**src/rtl/sync_debouncer_pkg.sv**
```systemverilog
// sync_debouncer_pkg: shared FSM state type and glitch counter width for sync_debouncer.
package sync_debouncer_pkg;
  typedef enum logic {STABLE, SETTLING} debounce_state_t;
  localparam int GLITCH_CNT_WIDTH = 8;
endpackage

```
**src/rtl/synchronizer.sv**
```systemverilog
// synchronizer: metastability flop chain; reusable by any clock-crossing path.
module synchronizer #(
  parameter int STAGES      = 2,
  parameter bit RESET_LEVEL = 1'b0
) (
  input  logic clk,
  input  logic reset_n,
  input  logic in,
  output logic out
);
  logic [STAGES-1:0] s;
  if (STAGES < 2) begin : g_bad_stages
    $error("synchronizer: STAGES must be >= 2");
  end
  always_ff @(posedge clk or negedge reset_n)
    if (!reset_n) s <= {STAGES{RESET_LEVEL}};
    else          s <= {s[STAGES-2:0], in};
  assign out = s[STAGES-1];
endmodule

```
**src/rtl/sync_debouncer.sv**
```systemverilog
// sync_debouncer: synchronises and debounces a raw level input; optional glitch counter
// enabled by defining SYNC_DEBOUNCER_GLITCH_CNT_EN.
module sync_debouncer
  import sync_debouncer_pkg::*;
#(
  parameter int SYNC_STAGES     = 2,
  parameter int DEBOUNCE_CYCLES = 16,
  parameter bit RESET_LEVEL     = 1'b0
) (
  input  logic clk,
  input  logic reset_n,
  input  logic in,
  output logic out,
  output logic out_changed
`ifdef SYNC_DEBOUNCER_GLITCH_CNT_EN
  ,
  output logic [GLITCH_CNT_WIDTH-1:0] glitch_cnt
`endif
);
  localparam int CW = $clog2(DEBOUNCE_CYCLES + 1);
  localparam logic [CW-1:0] LAST = CW'(DEBOUNCE_CYCLES - 1);
  if (SYNC_STAGES < 2) begin : g_bad_stages
    $error("sync_debouncer: SYNC_STAGES must be >= 2");
  end
  if (DEBOUNCE_CYCLES < 1) begin : g_bad_cycles
    $error("sync_debouncer: DEBOUNCE_CYCLES must be >= 1");
  end
  debounce_state_t state, state_nxt;
  logic [CW-1:0] cnt, cnt_nxt;
  logic s_sync, diff, accept, out_nxt;
  synchronizer #(.STAGES(SYNC_STAGES), .RESET_LEVEL(RESET_LEVEL)) u_sync (
    .clk(clk), .reset_n(reset_n), .in(in), .out(s_sync)
  );
  assign diff = s_sync != out;
  always_ff @(posedge clk or negedge reset_n)
    if (!reset_n) begin
      state       <= STABLE;
      cnt         <= '0;
      out         <= RESET_LEVEL;
      out_changed <= 1'b0;
    end else begin
      state       <= state_nxt;
      cnt         <= cnt_nxt;
      out         <= out_nxt;
      out_changed <= accept;
    end
  always_comb begin
    state_nxt = (state == STABLE) ? ((diff && DEBOUNCE_CYCLES > 1) ? SETTLING : STABLE)
                                  : ((!diff || cnt == LAST) ? STABLE : SETTLING);
  end
  // A change is accepted on the edge that completes DEBOUNCE_CYCLES differing cycles.
  always_comb begin
    accept  = diff && ((state == STABLE) ? (DEBOUNCE_CYCLES == 1) : (cnt == LAST));
    out_nxt = accept ? s_sync : out;
    cnt_nxt = (diff && !accept) ? ((state == SETTLING) ? cnt + 1'b1 : CW'(1)) : '0;
  end
`ifdef SYNC_DEBOUNCER_GLITCH_CNT_EN
  logic glitch_evt;
  assign glitch_evt = (state == SETTLING) && !diff;
  always_ff @(posedge clk or negedge reset_n)
    if (!reset_n)                          glitch_cnt <= '0;
    else if (glitch_evt && glitch_cnt != '1) glitch_cnt <= glitch_cnt + 1'b1;
`endif
endmodule

```
**config.mk**
```make
export PLATFORM = sky130hd
export DESIGN_NAME = sync_debouncer
export DESIGN_NICKNAME = d
export VERILOG_FILES = /design/src/rtl/sync_debouncer_pkg.sv /design/src/rtl/synchronizer.sv /design/src/rtl/sync_debouncer.sv
export SDC_FILE = /design/constraint.sdc
export NUM_CORES = 1
export LEC_CHECK = 0
export ABC_AREA = 1
export CAP_MARGIN = 0
export CORE_AREA = 2 2 39 41
export DETAILED_ROUTE_END_ITERATION = 6
export DIE_AREA = 0 0 41 43
export GPL_ROUTABILITY_DRIVEN = 0
export GPL_TIMING_DRIVEN = 0
export SLEW_MARGIN = 20
export SYNTH_ARGS = -nofsm -noshare
export SYNTH_HDL_FRONTEND = slang
export SYNTH_HIERARCHICAL = 1
export SYNTH_SLANG_ARGS = --single-unit
```
**constraint.sdc**
```tcl
create_clock -name clk -period 1.91 [get_ports clk]
set_input_delay 0.191 -clock clk [delete_from_list [all_inputs] [get_ports clk]]
set_output_delay 0.191 -clock clk [all_outputs]
set_load 0.03 [all_outputs]
```
==> out/qor.txt, run 1 <==
status -> finished, final reports clean
main combinational cell family by area after synthesis -> simple AND/OR/NAND/NOR gates
Seq/Total Area, Yosys -> 58.7%
die width -> 41 um
Worst path top cell family by delay -> buffers and inverters
reg2reg start -> cnt[0]$_DFF_PN0_
synthesized area -> 427 um2
multi-input logic area -> 150 um2
multiplexer area fraction after synthesis -> 0%
Area contributors post-synth -> dfrtp_1, nand2_1, ha_1
r2r setup slk -> 0.52 ns
initial antenna violation count -> 0
RSZ-0062 raised after global routing -> no
cell taking the most area after synthesis -> dfrtp_1
Clk network pwr share -> 36.0%
number of remaining DRC errors -> 0
Post-CTS Setup Bufs -> 0
CP startpoint kind -> flip-flop
Max stage delay on crit path -> 0.68 ns
core area -> 1380 um2
Crit path depth -> 1
Max-slew headroom -> 70.1%
Top Layer Used -> met4
later-pin clock latency in the skew report -> 0.26 ns
CP Class -> reg2out
Die Height -> 43 um
CTS Hold Bufs -> 0
Net Sw Power -> 0.0817 mW
Comb pwr share -> 5.6%
worst-margin pin slew -> 0.446 ns
area grow syn2layout -> 19.4%
Critical Path RT -> 1.72 ns
final setup vio count -> 0
Worst R2R Path Depth -> 7
Critical Path Fanout Max -> 4
drt wl/cell -> 8.42 um
H-tree depth -> 1
Peak Freq -> 0.665 GHz
Mapped Nets -> 48
gate count after technology mapping -> 43
FF+latch count, synth -> 10
GRT overflow -> 0
max-cap check violation count -> 0
P_int -> 0.299 mW
GRT Total Usage -> 9.14%
Reg power frac -> 58.4%
cells along the critical path -> clkdlybuf4s50_1
WL met1 -> 290 um
RR Endpoint -> cnt[0]$_DFF_PN0_
CTS tree -> yes
CTS Root Cell -> clkbuf_4
LEAKAGE -> 0.246 nW
Final Routed Wirelength -> 556 um
clock slew at reported path FFs -> 0.06 ns
via count of the first global-routing pass -> 236
Synth top area share -> 58.7%
Synth Area in Simple Gates -> 26.1%
Hold Path Class -> in2async
clock buffer depth -> 2
largest net degree at the start of global routing -> 11
final setup TNS -> 0 ns
CP max stage cell -> clkdlybuf4s50_1
Layout Nets -> 57
num ports -> 5
Power Density -> 748 nW/um2
Net Sw Frac -> 21.4%
Die ar. -> 1760 um2
Site Rows -> 14
Filler cells -> 139
Final Non-Filler Cells -> 66
Final Util -> 36.8%
clock buffer count from CTS -> 3
synth warn -> 6
CP Capture Type -> output pin
layout cells sized above 1 -> 18.0%
DR WL met2 -> 231 um
clock period minus worst slack -> 1.50 ns
post-route clock skew -> 0.00525 ns
most common cell after layout, fill and taps aside -> dfrtp_1
TritonRoute pass-1 iters -> 3
total number of vias -> 271
fin crit share -> 78.8%
most frequent cells in the layout -> dfrtp_1, nand2_1, inv_1, nor2_1, clkdlybuf4s50_1
number of diodes -> 0
post-synthesis compound-gate area fraction -> 1.17%
placed cells -> 63
# clock sinks -> 10
antenna-violating nets left -> 0
synth unique cells -> 14
routed wl met3 -> 28 um
CTS-repair resized insts -> 0
initial drt markers -> 4
via/cell ratio -> 4.11
Avg Inst Size Synth -> 9.92 um2
I/O Buffers -> 4
adder-cell share of the synthesized area -> 5.87%
Starting Density -> 30.8%
dpl hpwl -> 428 um
crit path DAT -> 1.31 ns
global-route wire length before repair -> 959 um
max-slew violations -> 0
CP Buf/Inv Count -> 1
Hold Fails Final Rpt -> 0
post-synthesis xor/xnor area fraction -> 2.05%
Worst IR Drop VDD -> 0.320 mV
FF/Latch Area -> 250 um2
-- flip-flops by register name (all words and copies together) (netlist names) --
| signal | flops |
|---|---|
| out_changed | 1 |
| cnt | 5 |
| out | 1 |
| state | 1 |
| u_sync/s | 2 |
-- metrics by stage --
step / total power [mW] / cell area, um2 / hold slack [ns] / worst slack [ns]
detailed placement: 0.248 / 487 / 0.339 / 0.512
finish: 0.381 / 509 / 0.245 / 0.406
CTS: 0.387 / 509 / 0.253 / 0.394
global placement: 0.248 / 487 / 0.335 / 0.522
floorplan: 0.238 / 427 / -0.105 / 0.625
global route: 0.405 / 509 / 0.250 / 0.354
-- power by group through the flow --
stage / sequential [mW] / combinational (mW) / clock (mW)
after global routing: 0.224 / 0.0248 / 0.157
after global placement: 0.226 / 0.0217 / 0
after CTS: 0.223 / 0.0219 / 0.143
final: 0.223 / 0.0213 / 0.137
after floorplan: 0.225 / 0.0123 / 0
after detailed placement: 0.227 / 0.0217 / 0
-- Yosys cell counts --
cell type,number
ha_1,2
nor2_1,6
nor2_4,1
inv_2,1
o21ai_1,1
xnor2_1,1
nand2_2,1
nand4_1,1
nand2_1,9
inv_1,6
nand3_2,2
nor2_2,1
dfrtp_1,10
nand3_1,1
-- cells by family after synthesis --
kind of cell | count (synthesis)
xor gates and xnor gates | 1
AOI/OAI and AO/OA | 1
and+or+nand+nor | 22
buffers and inverters | 7
adders and majority gates | 2
DFF | 10
-- worst max-delay path by stage --
| stage | to | start |
|---|---|---|
| detailed placement | cnt[0]$_DFF_PN0_ | cnt[0]$_DFF_PN0_ |
| global route | out | out$_DFFE_PN0P_ |
| finish | out | out$_DFFE_PN0P_ |
| CTS | out | out$_DFFE_PN0P_ |
| global placement | cnt[0]$_DFF_PN0_ | cnt[0]$_DFF_PN0_ |
| floorplan | cnt[0]$_DFF_PN0_ | cnt[0]$_DFF_PN0_ |
-- routing by layer --
layer / GRT usage [%] / up-vias
li1: - / 149
met1: 11.0 / 117
met2: 10.3 / 3
met3: 7.85 / 2
met4: 6.00 / 0
met5: 0 / -
-- area by class of cell --
class                      count  area share, %
timing repair buffer           4           7.86
multi-input combinational     26           29.5
clock buffer                   3           4.42
inverter                       7           5.16
tap                           16           3.93
sequential                    10           49.1
Power figures use the tool's default switching activity.
==> run 2, diff against run 1 <==
==> constraint.sdc (replaced) <==
create_clock -name clk -period 1.52 [get_ports clk]
set_input_delay 0.152 -clock clk [delete_from_list [all_inputs] [get_ports clk]]
set_output_delay 0.152 -clock clk [all_outputs]
set_load 0.03 [all_outputs]
==> results of run 2 <==
Same layout as run 1 (identical final DEF). Status: finished, final reports clean.
Main changes from that run: setup slack after placement 0.512 ns -> 0.122 ns; setup slack after layout 0.406 ns -> 0.0549 ns; hold slack 0.245 ns -> 0.206 ns; register-to-register setup slack 0.52 ns -> 0.13 ns; total power 0.381 mW -> 0.479 mW; worst IR drop on VDD 0.320 mV -> 0.402 mV
